<file path="src/rtl/ex_muldiv_iter_if.sv">
// Handshake and operand bundle between the EX stage and the iterative mul/div unit.
interface ex_muldiv_iter_if #(
  parameter int unsigned DATA_W = 32
);
  logic                  start_i;
  logic [2:0]            op_i;
  logic [DATA_W-1:0]     opdata1_i;
  logic [DATA_W-1:0]     opdata2_i;
  logic [DATA_W-1:0]     hi_i;
  logic [DATA_W-1:0]     lo_i;
  logic                  annul_i;
  logic [2*DATA_W-1:0]   result_o;
  logic                  ready_o;
  logic                  busy_o;
  logic                  stallreq_o;

  modport master (
    output start_i, op_i, opdata1_i, opdata2_i, hi_i, lo_i, annul_i,
    input  result_o, ready_o, busy_o, stallreq_o
  );

  modport slave (
    input  start_i, op_i, opdata1_i, opdata2_i, hi_i, lo_i, annul_i,
    output result_o, ready_o, busy_o, stallreq_o
  );
endinterface

</file>
<file path="src/rtl/ex_muldiv_iter.sv">
// Iterative MULT/MULTU/DIV/DIVU unit beside EX producing {hi,lo}.
// Define MULDIV_ACC_EN to make op 1xx accumulate ({hi,lo} +/- product) instead of plain multiply.
module ex_muldiv_iter #(
  parameter int unsigned DATA_W   = 32,
  parameter int unsigned MUL_BITS = 2
) (
  input  logic             clk,
  input  logic             rst,
  ex_muldiv_iter_if.slave  mdu_io
);
  localparam int unsigned RES_W   = 2 * DATA_W;
  localparam int unsigned SUM_W   = DATA_W + MUL_BITS;
  localparam int unsigned MUL_CYC = DATA_W / MUL_BITS;
  localparam int unsigned CNT_W   = $clog2(DATA_W + 1);

  typedef enum logic [2:0] {S_IDLE, S_SIGN, S_MUL, S_DIV, S_FIX, S_DONE} state_e;

  state_e             state_q, state_d;
  logic [2:0]         op_q, op_d;
  logic [DATA_W-1:0]  a_q, a_d, b_q, b_d;
  logic [RES_W-1:0]   p_q, p_d, result_q, result_d;
  logic [CNT_W-1:0]   cnt_q, cnt_d;
  logic               qneg_q, qneg_d, rneg_q, rneg_d;
  logic               ready_q, busy_q;
`ifdef MULDIV_ACC_EN
  logic [RES_W-1:0]   acc_q, acc_d;
`endif

  logic               is_div_in, is_div_q, sgn_q, a_neg, b_neg;
  logic [DATA_W-1:0]  a_abs, b_abs;
  logic [SUM_W-1:0]   mul_sum;
  logic [DATA_W:0]    div_trial;
  logic [RES_W-1:0]   mul_next, div_next, prod, fix_res;

  assign is_div_in = !mdu_io.op_i[2] && mdu_io.op_i[1];
  assign is_div_q  = !op_q[2] && op_q[1];
  assign sgn_q     = !op_q[0];
  assign a_neg     = sgn_q & a_q[DATA_W-1];
  assign b_neg     = sgn_q & b_q[DATA_W-1];
  assign a_abs     = a_neg ? -a_q : a_q;
  assign b_abs     = b_neg ? -b_q : b_q;

  // Shift-add: high half accumulates multiplicand * low MUL_BITS of multiplier, then shift right.
  assign mul_sum   = SUM_W'(p_q[RES_W-1:DATA_W]) + SUM_W'(a_q) * SUM_W'(p_q[MUL_BITS-1:0]);
  assign mul_next  = {mul_sum, p_q[DATA_W-1:MUL_BITS]};

  // Restoring divide: {remainder, quotient} shifts left, quotient bit enters at the bottom.
  assign div_trial = p_q[RES_W-1:DATA_W-1] - {1'b0, b_q};
  assign div_next  = div_trial[DATA_W] ? {p_q[RES_W-2:0], 1'b0}
                                       : {div_trial[DATA_W-1:0], p_q[DATA_W-2:0], 1'b1};

  assign prod      = qneg_q ? -p_q : p_q;

  always_comb begin
    fix_res = prod;
    if (is_div_q) begin
      fix_res = {rneg_q ? -p_q[RES_W-1:DATA_W] : p_q[RES_W-1:DATA_W],
                 qneg_q ? -p_q[DATA_W-1:0]     : p_q[DATA_W-1:0]};
    end
`ifdef MULDIV_ACC_EN
    else if (op_q[2]) begin
      fix_res = op_q[1] ? acc_q - prod : acc_q + prod;
    end
`endif
  end

  always_comb begin
    state_d  = state_q;
    op_d     = op_q;
    a_d      = a_q;
    b_d      = b_q;
    p_d      = p_q;
    cnt_d    = cnt_q;
    qneg_d   = qneg_q;
    rneg_d   = rneg_q;
    result_d = result_q;
`ifdef MULDIV_ACC_EN
    acc_d    = acc_q;
`endif
    case (state_q)
      S_IDLE: begin
        if (mdu_io.start_i && !mdu_io.annul_i) begin
          op_d = mdu_io.op_i;
          a_d  = mdu_io.opdata1_i;
          b_d  = mdu_io.opdata2_i;
`ifdef MULDIV_ACC_EN
          acc_d = {mdu_io.hi_i, mdu_io.lo_i};
`endif
          if (is_div_in && (mdu_io.opdata2_i == '0)) begin
            result_d = {mdu_io.opdata1_i, {DATA_W{1'b1}}};
            state_d  = S_DONE;
          end else begin
            state_d  = S_SIGN;
          end
        end
      end
      S_SIGN: begin
        a_d    = a_abs;
        b_d    = b_abs;
        qneg_d = a_neg ^ b_neg;
        rneg_d = a_neg;
        if (is_div_q) begin
          p_d     = {{DATA_W{1'b0}}, a_abs};
          cnt_d   = CNT_W'(DATA_W - 1);
          state_d = S_DIV;
        end else begin
          p_d     = {{DATA_W{1'b0}}, b_abs};
          cnt_d   = CNT_W'(MUL_CYC - 1);
          state_d = S_MUL;
        end
      end
      S_MUL, S_DIV: begin
        p_d = (state_q == S_DIV) ? div_next : mul_next;
        if (cnt_q == '0) state_d = S_FIX;
        else             cnt_d   = cnt_q - CNT_W'(1);
      end
      S_FIX: begin
        result_d = fix_res;
        state_d  = S_DONE;
      end
      S_DONE:  state_d = S_IDLE;
      default: state_d = S_IDLE;
    endcase
    // Flush wins over everything, including a completion in FIX.
    if (mdu_io.annul_i) begin
      state_d  = S_IDLE;
      result_d = result_q;
    end
  end

  always_ff @(posedge clk or posedge rst) begin
    if (rst) begin
      state_q  <= S_IDLE;
      op_q     <= '0;
      a_q      <= '0;
      b_q      <= '0;
      p_q      <= '0;
      cnt_q    <= '0;
      qneg_q   <= 1'b0;
      rneg_q   <= 1'b0;
      result_q <= '0;
      ready_q  <= 1'b0;
      busy_q   <= 1'b0;
`ifdef MULDIV_ACC_EN
      acc_q    <= '0;
`endif
    end else begin
      state_q  <= state_d;
      op_q     <= op_d;
      a_q      <= a_d;
      b_q      <= b_d;
      p_q      <= p_d;
      cnt_q    <= cnt_d;
      qneg_q   <= qneg_d;
      rneg_q   <= rneg_d;
      result_q <= result_d;
      ready_q  <= (state_d == S_DONE);
      busy_q   <= (state_d != S_IDLE);
`ifdef MULDIV_ACC_EN
      acc_q    <= acc_d;
`endif
    end
  end

  assign mdu_io.result_o   = result_q;
  assign mdu_io.ready_o    = ready_q;
  assign mdu_io.busy_o     = busy_q;
  assign mdu_io.stallreq_o = mdu_io.start_i && !ready_q && !mdu_io.annul_i;
endmodule
</file>
<file path="src/flat_wrapper.sv">
// flat-port wrapper written by rule: the top's interface ports become plain ports
module ex_muldiv_iter_flat 
#(
  parameter int unsigned DATA_W   = 32,
  parameter int unsigned MUL_BITS = 2
)
  (clk, rst, mdu_io_start_i, mdu_io_op_i, mdu_io_opdata1_i, mdu_io_opdata2_i, mdu_io_hi_i, mdu_io_lo_i, mdu_io_annul_i, mdu_io_result_o, mdu_io_ready_o, mdu_io_busy_o, mdu_io_stallreq_o);
  ex_muldiv_iter_if #(.DATA_W(DATA_W)) mdu_io_i ();
  input  logic clk;
  input  logic rst;
  input wire logic [$bits(mdu_io_i.start_i)-1:0] mdu_io_start_i;
  input wire logic [$bits(mdu_io_i.op_i)-1:0] mdu_io_op_i;
  input wire logic [$bits(mdu_io_i.opdata1_i)-1:0] mdu_io_opdata1_i;
  input wire logic [$bits(mdu_io_i.opdata2_i)-1:0] mdu_io_opdata2_i;
  input wire logic [$bits(mdu_io_i.hi_i)-1:0] mdu_io_hi_i;
  input wire logic [$bits(mdu_io_i.lo_i)-1:0] mdu_io_lo_i;
  input wire logic [$bits(mdu_io_i.annul_i)-1:0] mdu_io_annul_i;
  output wire logic [$bits(mdu_io_i.result_o)-1:0] mdu_io_result_o;
  output wire logic [$bits(mdu_io_i.ready_o)-1:0] mdu_io_ready_o;
  output wire logic [$bits(mdu_io_i.busy_o)-1:0] mdu_io_busy_o;
  output wire logic [$bits(mdu_io_i.stallreq_o)-1:0] mdu_io_stallreq_o;
  assign mdu_io_i.start_i = mdu_io_start_i;
  assign mdu_io_i.op_i = mdu_io_op_i;
  assign mdu_io_i.opdata1_i = mdu_io_opdata1_i;
  assign mdu_io_i.opdata2_i = mdu_io_opdata2_i;
  assign mdu_io_i.hi_i = mdu_io_hi_i;
  assign mdu_io_i.lo_i = mdu_io_lo_i;
  assign mdu_io_i.annul_i = mdu_io_annul_i;
  assign mdu_io_result_o = mdu_io_i.result_o;
  assign mdu_io_ready_o = mdu_io_i.ready_o;
  assign mdu_io_busy_o = mdu_io_i.busy_o;
  assign mdu_io_stallreq_o = mdu_io_i.stallreq_o;
  ex_muldiv_iter #(.DATA_W(DATA_W), .MUL_BITS(MUL_BITS)) u_core (.clk(clk), .rst(rst), .mdu_io(mdu_io_i));
endmodule
</file>
<file path="config.mk">
export PLATFORM = sky130hd
export DESIGN_NAME = ex_muldiv_iter_flat
export DESIGN_NICKNAME = d
export VERILOG_FILES = /design/src/rtl/ex_muldiv_iter_if.sv /design/src/rtl/ex_muldiv_iter.sv /design/src/flat_wrapper.sv
export SDC_FILE = /design/constraint.sdc
export NUM_CORES = 1
export LEC_CHECK = 0
export ABC_AREA = 1
export CAP_MARGIN = 0
export CORE_MARGIN = 5
export CORE_UTILIZATION = 32
export CTS_CLUSTER_SIZE = 24
export DETAILED_ROUTE_END_ITERATION = 6
export GPL_ROUTABILITY_DRIVEN = 0
export PLACE_DENSITY = 0.47
export RECOVER_POWER = 100
export SLEW_MARGIN = 25
export SYNTH_ARGS = -nofsm -noshare
export SYNTH_HDL_FRONTEND = slang
export SYNTH_SLANG_ARGS = --single-unit
</file>
<file path="constraint.sdc">
create_clock -name clk -period 10.61 [get_ports clk]
set_input_delay 2.122 -clock clk [delete_from_list [all_inputs] [get_ports clk]]
set_output_delay 2.122 -clock clk [all_outputs]
set_load 0.05 [all_outputs]
</file>
==> flow_summary.yaml, run 1 <==
worst_setup_path:
  cp-endpoint: "u_core.a_q[21]"
  reg2reg_from: "u_core.state_q[0]"
  cp-end-kind: "register"
  worstPathArrival_ns: 8.11
  r2r_setup_slack_ns: 3.54
  required_ns: 11.03
  worstPathMaxFanout: 41
  r2r-end: "u_core.mdu_io.result_o[47]"
  reg2regPathDepth: 11
  startpoint: "mdu_io_annul_i"
  critPathKind: "primary input to register"
  critPathLaunchType: "primary input"
cells_and_area:
  drive_gt1_share_pct: 2.82
  fin_util_pct: 37.1
  final_nets: 3555
  area_growth_pct: 15.5
sta:
  fin_ws_ns: 2.92
  fin_tns_setup_ns: 0
  tightest_slew_ns: 4.21
  finalMaxSlewViolations: 419
  setup-violations-final: 0
  period_needed_ns: 7.69
  hold_violations: 0
  grt_setup_unrepaired: "false"
  fmax_ghz: 0.130
  finalClockSkew_ns: 0.0155
  relSlewSlack_pct: -182
  finalCritPeriodShare_pct: 72.4
detailed_routing:
  vias_per_cell: 5.35
  drt_wl_total_mm: 89.0
  drt-pass1-iter-count: 6
  first_iter_violations: 2449
  ant_nets: 0
  vias: 22073
  drc: 0
  routedWlPerCell_um: 21.6
clocking:
  htreeDepth: 1
  cts_inserted_buffers: 28
  cts.sinks: 208
  clockRootBuffer: "clkbuf_16"
  post_cts_buffers: 0
  tritoncts: "built"
  cts_resized: 0
  clk-insertion-delay-late_ns: 0.57
  holdBufCountCts: 0
  clock_path_buffers: 3
  path_clk_slew_ns: 0.06
yosys:
  synth_area_um2: 19700
  syn_inst: 3232
  ys_warn_count: 0
  async_reset_ff_share_pct: 100
  postSynthAreaPerCell_um2: 6.10
  synth_seq_area_share_pct: 26.4
  ys_types: 54
  ys_seq_elements: 208
  yosys_most_used_dff: "dfrtp_1"
  synthesis.nets: 3470
  synth_edf_count: 0
flow_run:
  maxCapViolations: 9
global_routing:
  grt_pass1_wl_mm: 131
  track_usage_pct: 25.5
  grt_max_degree: 86
  grt_pass1_vias: 20339
  grt_overflow: 0
  antenna_found_initial: 1
floorplanning:
  initial_core_util_pct: 32.1
  rows: 91
  core_area_um2: 61400
  io_pins: 202
  die_y_um: 258
  die_w_um: 258
  dieArea_um2: 66600
power_and_ir_drop:
  leakagePower_nw: 11.5
  power.share.clock_pct: 13.4
  power_frac_comb_pct: 66.7
  switching_share_pct: 58.1
  p_per_area_nw_per_um2: 335
  ir_worst_vdd_mv: 0.163
  p_seq_share_pct: 19.8
  p_sw_mw: 4.44
  internal-power_mw: 3.19
placement:
  io_buffers: 137
  place_ws_ns: 4.76
  hpwl_mm: 71.0
hold_path:
  min_from: "u_core.mdu_io.result_o[55]"
  hp-class: "register to register"
outcome:
  outcome: "complete, but fails checks"
  violations: "max-capacitance violations, max-slew violations"
## critical path, cell delays in order
cell,delay [ns]
dlygate4sd3_1,0.60
inv_1,0.11
nand3_1,1.29
clkinv_1,0.27
clkbuf_1,0.93
nor2_2,0.30
clkbuf_1,1.32
inv_1,0.49
buf_4,0.40
o221ai_1,0.23
## flip-flops by register name, indices dropped and copies added, names as in the netlist
name and cells:
u_core.mdu_io.result_o 64, u_core.p_q 64, u_core.a_q 32, u_core.b_q 32, u_core.cnt_q 6, u_core.op_q 3
u_core.state_q 3, u_core.mdu_io.busy_o 1, u_core.mdu_io.ready_o 1, u_core.qneg_q 1, u_core.rneg_q 1
## Yosys cell counts (all sizes together) (2+ instances only)
cell type | count | area (um2)
nand2 | 1083 | 4080
inv | 465 | 1750
nor2 | 350 | 1350
nand3 | 287 | 1440
dfrtp | 208 | 5200
o21ai | 163 | 823
a21oi | 157 | 786
clkbuf | 82 | 308
ha | 70 | 876
xor2 | 57 | 499
nor3 | 34 | 185
fa | 33 | 661
a22oi | 31 | 233
nand4 | 29 | 181
o221ai | 29 | 254
buf | 25 | 131
nand3b | 16 | 120
xnor2 | 13 | 114
o21a | 11 | 82.6
o22ai | 10 | 62.6
or2 | 10 | 62.6
a31oi | 9 | 56.3
o211ai | 9 | 67.6
nor4 | 7 | 43.8
o21bai | 7 | 52.6
o22a | 7 | 61.3
a22o | 6 | 52.6
and2 | 4 | 25.0
a21o | 3 | 22.5
a21boi | 2 | 18.8
a32oi | 2 | 17.5
and3 | 2 | 12.5
clkinv | 2 | 7.51
nor3b | 2 | 15.0
## through the flow
stage / hold slack [ns] / cells / power [mW] / cell area (um2)
2_1_floorplan: 0.469 / 3232 / 4.79 / 19700
3_3_place_gp: 0.467 / 4077 / 6.49 / 21800
3_5_place_dp: 0.469 / 4077 / 6.52 / 21800
4_1_cts: 0.486 / 4128 / 7.57 / 22800
5_1_grt: 0.503 / 4128 / 8.25 / 22800
6_report: 0.475 / 4129 / 7.63 / 22800
## worst min path at each step
stage | depth (start not counted) | slack, ns | end
floorplan | 2 | 0.47 | u_core.b_q[14]
CTS | 2 | 0.49 | u_core.mdu_io.result_o[47]
finish | 2 | 0.48 | u_core.mdu_io.result_o[55]
global placement | 2 | 0.47 | u_core.mdu_io.result_o[58]
detailed placement | 2 | 0.47 | u_core.mdu_io.result_o[47]
global route | 2 | 0.50 | u_core.mdu_io.result_o[38]
## power by group through the flow
stage,clock network (mW),registers [mW],logic (mW)
2_1_floorplan,0,1.36,3.43
3_3_place_gp,0,1.51,4.98
3_5_place_dp,0,1.51,5.00
4_1_cts,1.04,1.50,5.03
5_1_grt,1.07,1.53,5.65
6_report,1.02,1.51,5.09
## cells by family after synthesis
family / share of synthesized area, %
adders and majority gates: 7.80
DFF: 26.4
xor gates and xnor gates: 3.11
buffers and inverters: 11.1
and+or+nand+nor: 38.2
AOI/OAI and AO/OA: 13.4
## area by class of cell
class | instances | area (um2)
Timing Repair Buffer | 162 | 1540
Fill cell | 6738 | 38600
Multi-Input combinational cell | 2450 | 12300
Sequential cell | 208 | 5210
Clock inverter | 11 | 144
Antenna cell | 1 | 2.50
Inverter | 467 | 1750
Clock buffer | 40 | 837
Tap cell | 790 | 988
## layer usage
layer	wire [um]	up-vias	GRT usage (%)
met5	0	-	0
met4	2390	0	5.35
met3	7450	130	3.61
met2	38800	982	40.0
met1	40400	10471	37.6
li1	-	10490	-
## cells in the final DEF (no fill, tap or decap), types with 29 or more instances in the layout
| cell | count |
|---|---|
| dfrtp_1 | 206 |
| nor3_1 | 32 |
| clkbuf_16 | 29 |
| nand3_1 | 287 |
| inv_1 | 460 |
| nand2_1 | 1082 |
| nand4_1 | 29 |
| o221ai_1 | 29 |
| nor2_1 | 341 |
| dlygate4sd3_1 | 69 |
| a22oi_1 | 31 |
| o21ai_0 | 161 |
| ha_1 | 70 |
| fa_1 | 33 |
| clkdlybuf4s50_1 | 68 |
| a21oi_1 | 157 |
| xor2_1 | 57 |
Note: power is estimated with default switching activity, not from simulation.
==> run 2: changes to the inputs <==
- clock period: 10.61 -> 7.15 ns (I/O delays scaled with it)
==> run 2 against run 1 <==
Effect of this change: the run ends with design-rule violations, max-capacitance violations, max-slew violations left; count of clock-buffer cells in the layout is 3 lower; power is 47% higher; flip-flop and latch count stayed put; critical path type unchanged; hold slack better by 0.0022 ns; combinational power is 48% higher.
==> flow_summary.yaml, run 2 (same netlist as run 1, synthesis figures left out) <==
detailed_routing:
  drt-pass1-iter-count: 7
  ant_nets: 0
  drc: 2
  vias: 22234
  vias_per_cell: 5.39
  routedWlPerCell_um: 21.7
  drt_wl_total_mm: 89.6
  first_iter_violations: 2262
sta:
  period_needed_ns: 5.39
  fmax_ghz: 0.185
  hold_violations: 0
  finalCritPeriodShare_pct: 75.4
  grt_setup_unrepaired: "false"
  finalMaxSlewViolations: 281
  tightest_slew_ns: 3.22
  finalClockSkew_ns: 0.0273
  fin_tns_setup_ns: 0
  relSlewSlack_pct: -114
  setup-violations-final: 0
  fin_ws_ns: 1.76
power_and_ir_drop:
  leakagePower_nw: 11.5
  p_per_area_nw_per_um2: 494
  ir_worst_vdd_mv: 0.239
global_routing:
  track_usage_pct: 25.8
  grt_pass1_wl_mm: 132
  grt_overflow: 0
  grt_max_degree: 100
  antenna_found_initial: 3
  grt_pass1_vias: 20551
clocking:
  htreeDepth: 1
  tritoncts: "built"
  holdBufCountCts: 0
  cts.sinks: 208
  clock_path_buffers: 3
  path_clk_slew_ns: 0.06
  post_cts_buffers: 0
  clockRootBuffer: "clkbuf_16"
  clk-insertion-delay-late_ns: 0.60
  cts_resized: 0
  cts_inserted_buffers: 28
placement:
  hpwl_mm: 71.4
  place_ws_ns: 2.34
  postPlaceCellArea_um2: 21900
  io_buffers: 137
cells_and_area:
  layout_commonest_cell: "nand2_1"
  n_antenna_cell: 0
  ff_latch_area_um2: 5210
  finalInstanceArea_um2: 22700
  area_growth_pct: 15.2
  layout_common_cells: "1,080 x nand2_1, 459 x inv_1, 342 x nor2_1, 287 x nand3_1, 206 x dfrtp_1"
  fillers: 6746
  drive_gt1_share_pct: 2.85
  multi_input_comb_area_um2: 12300
  final_nets: 3556
floorplanning:
  io_pins: 202
  rows: 91
  initial_core_util_pct: 32.1
  dieArea_um2: 66600
  die_w_um: 258
  die_y_um: 258
  core_area_um2: 61400
worst_setup_path:
  reg2reg_from: "u_core.p_q[0]"
  critPathKind: "primary input to register"
  cp-end-kind: "register"
  worstPathArrival_ns: 5.91
  required_ns: 7.67
  startpoint: "mdu_io_annul_i"
  critPathLaunchType: "primary input"
  worstPathMaxFanout: 41
outcome:
  violations: "design-rule violations, max-capacitance violations, max-slew violations"
  outcome: "complete, but fails checks"
flow_run:
  maxCapViolations: 7
hold_path:
  hp-class: "register to register"
  min_from: "u_core.mdu_io.result_o[52]"
==> run 2: metal layers <==
metal  wire length (um)  global-route usage [%]  vias up
met4               3810                    8.57        4
met2              37800                    38.8     1008
met3               7630                    4.12      174
met1              40400                    37.8    10568
met5                 24                       0        -
li1                   -                       -    10480
==> run 2: worst paths after layout <==
check,endpoint,slack (ns),depth (start not counted)
max,u_core.a_q[30],1.76,9
min,u_core.mdu_io.result_o[52],0.48,2
max reg2reg,u_core.mdu_io.result_o[62],1.86,15
min reg2reg,u_core.mdu_io.result_o[52],0.48,2
max in group asynchronous,u_core.p_q[45],2.22,3
min in group asynchronous,u_core.mdu_io.result_o[0],1.41,2
==> run 2: worst max-delay path: stages <==
cell and delay, ns:
dlygate4sd3_1 0.60, inv_1 0.11, nand3_1 1.27, clkinv_1 0.28, buf_4 0.38, nor2_1 0.19, clkbuf_1 1.18, a22oi_1 0.26
nand2_1 0.16
==> run 2: area by class of cell <==
type,count,area share [%]
Clock buffer,37,3.46
Clock inverter,10,0.491
Inverter,467,7.76
Multi-Input combinational cell,2450,54.2
Sequential cell,208,22.9
Tap cell,790,4.36
Timing Repair Buffer,163,6.82
==> run 2: report_power, final <==
part / leakage (nW) / internal (mW) / total, mW / switching, mW
sequential: 2.57 / 1.54 / 2.26 / 0.722
combinational: 8.45 / 2.28 / 7.55 / 5.27
clock: 0.432 / 0.805 / 1.40 / 0.600
==> run 2: through the flow <==
step | total power, mW | cells | hold WS (ns) | util, %
global route | 12.1 | 4125 | 0.502 | 37.0
finish | 11.2 | 4125 | 0.477 | 37.0
floorplan | 7.11 | 3232 | 0.469 | -
detailed placement | 9.66 | 4078 | 0.471 | 35.6
CTS | 11.1 | 4125 | 0.487 | 37.1
global placement | 9.62 | 4078 | 0.467 | 35.6
==> run 3: changes to the inputs <==
- PLACE_DENSITY: 0.47 -> 0.49
- clock period: 7.15 -> 4.6 ns (I/O delays scaled with it)
==> run 3 against run 2 <==
Effect of this change: the flow finishes with violations (max-capacitance violations, max-slew violations); hold slack got worse by 0.0078 ns; worst setup slack lost 1.5 ns; flip-flop and latch count stayed put; first-iteration DRC count is 4.5% lower; via count shrank 1.2%; critical path type is now register to register.
==> flow_summary.yaml, run 3 (same netlist as run 1, synthesis figures left out) <==
outcome:
  outcome: "complete, but fails checks"
  violations: "max-capacitance violations, max-slew violations"
sta:
  hold_ws_ns: 0.470
  fin_tns_setup_ns: 0
  finalClockSkew_ns: 0.0201
  fmax_ghz: 0.230
  hold_violations: 0
  fin_ws_ns: 0.256
  finalCritPeriodShare_pct: 94.4
  grt_setup_unrepaired: "false"
  setup-violations-final: 0
  period_needed_ns: 4.34
  finalMaxSlewViolations: 264
  relSlewSlack_pct: -30.3
  tightest_slew_ns: 1.95
power_and_ir_drop:
  power.share.clock_pct: 13.2
  power_frac_comb_pct: 67.2
  ir_worst_vdd_mv: 0.338
  finalPower_mw: 17.7
  p_sw_mw: 10.3
  p_seq_share_pct: 19.5
  internal-power_mw: 7.44
  p_per_area_nw_per_um2: 773
  switching_share_pct: 58.0
  leakagePower_nw: 11.6
global_routing:
  grt_pass1_vias: 20494
  antenna_found_initial: 1
  grt_pass1_wl_mm: 129
  grt_max_degree: 82
  grt_overflow: 0
  track_usage_pct: 25.1
floorplanning:
  io_pins: 202
  dieArea_um2: 66600
  rows: 91
  die_y_um: 258
  core_area_um2: 61400
  die_w_um: 258
  initial_core_util_pct: 32.1
worst_setup_path:
  critPathLaunchType: "register"
  required_ns: 5.08
  critPathKind: "register to register"
  cp-end-kind: "register"
  worstPathArrival_ns: 4.83
  worstPathMaxFanout: 31
detailed_routing:
  drt-pass1-iter-count: 6
  drc: 0
  vias: 21973
  routedWlPerCell_um: 21.0
  ant_nets: 0
  vias_per_cell: 5.30
  drt_wl_total_mm: 87.2
  first_iter_violations: 2160
clocking:
  holdBufCountCts: 0
  clock_path_buffers: 3
  tritoncts: "built"
  cts_inserted_buffers: 28
  post_cts_buffers: 0
  clockRootBuffer: "clkbuf_16"
  path_clk_slew_ns: 0.07
  htreeDepth: 1
  cts.sinks: 208
  cts_resized: 0
  clk-insertion-delay-late_ns: 0.57
hold_path:
  hp-class: "register to register"
cells_and_area:
  layout_commonest_cell: "nand2_1"
  fillers: 6706
  drive_gt1_share_pct: 3.42
  layout_common_cells: "1,081 x nand2_1, 460 x inv_1, 343 x nor2_1, 287 x nand3_1, 207 x dfrtp_1"
  n_antenna_cell: 0
  stdcell_count: 4148
  area_growth_pct: 16.2
  final_nets: 3575
  finalInstanceArea_um2: 22900
  fin_util_pct: 37.3
placement:
  place_ws_ns: 0.675
  postPlaceCellArea_um2: 22000
  placed_cells: 4097
  hpwl_mm: 70.6
  io_buffers: 137
flow_run:
  maxCapViolations: 6
-- run 3: cell type report --
cell class	count	area [um2]	share of cell area, %
Multi-Input combinational cell	2450	12300	53.7
Sequential cell	208	5210	22.7
Tap cell	790	988	4.32
Clock buffer	39	823	3.59
Timing Repair Buffer	182	1690	7.36
Inverter	467	1750	7.66
Clock inverter	12	149	0.650
-- run 3: path summary, 6_finish.rpt --
check	endpoint	start	slack, ns	depth (start not counted)
max	u_core.p_q[0]	u_core.op_q[2]	0.26	10
min	u_core.mdu_io.result_o[53]	u_core.mdu_io.result_o[53]	0.47	2
max reg2reg	u_core.p_q[0]	u_core.op_q[2]	0.26	10
min reg2reg	u_core.mdu_io.result_o[53]	u_core.mdu_io.result_o[53]	0.47	2
max in group asynchronous	u_core.mdu_io.result_o[52]	rst	0.98	3
min in group asynchronous	u_core.mdu_io.result_o[9]	rst	1.18	2
-- run 3: critical path: stages, from the launching register on --
cell and delay (ns):
dfrtp_1 0.39, nor2_2 0.10, clkbuf_1 0.97, inv_1 0.09
clkbuf_1 0.45, nor2_2 0.19, clkbuf_1 1.20, inv_1 0.37
o32ai_1 0.23, a211oi_1 0.07, a22oi_1 0.18
-- run 3: power by group through the flow --
stage / Clock [mW] / Combinational (mW) / Sequential, mW
6_report: 2.34 / 11.9 / 3.46
5_1_grt: 2.44 / 13.2 / 3.51
4_1_cts: 2.38 / 11.7 / 3.42
3_5_place_dp: 0 / 11.7 / 3.45
3_3_place_gp: 0 / 11.6 / 3.44
2_1_floorplan: 0 / 7.91 / 3.14
-- run 3: layer usage --
metal / routed length (um) / up-vias / track usage (%)
li1: - / 10516 / -
met1: 39200 / 10354 / 36.6
met2: 37500 / 983 / 38.6
met3: 7920 / 120 / 4.08
met4: 2600 / 0 / 6.47
met5: 0 / - / 0
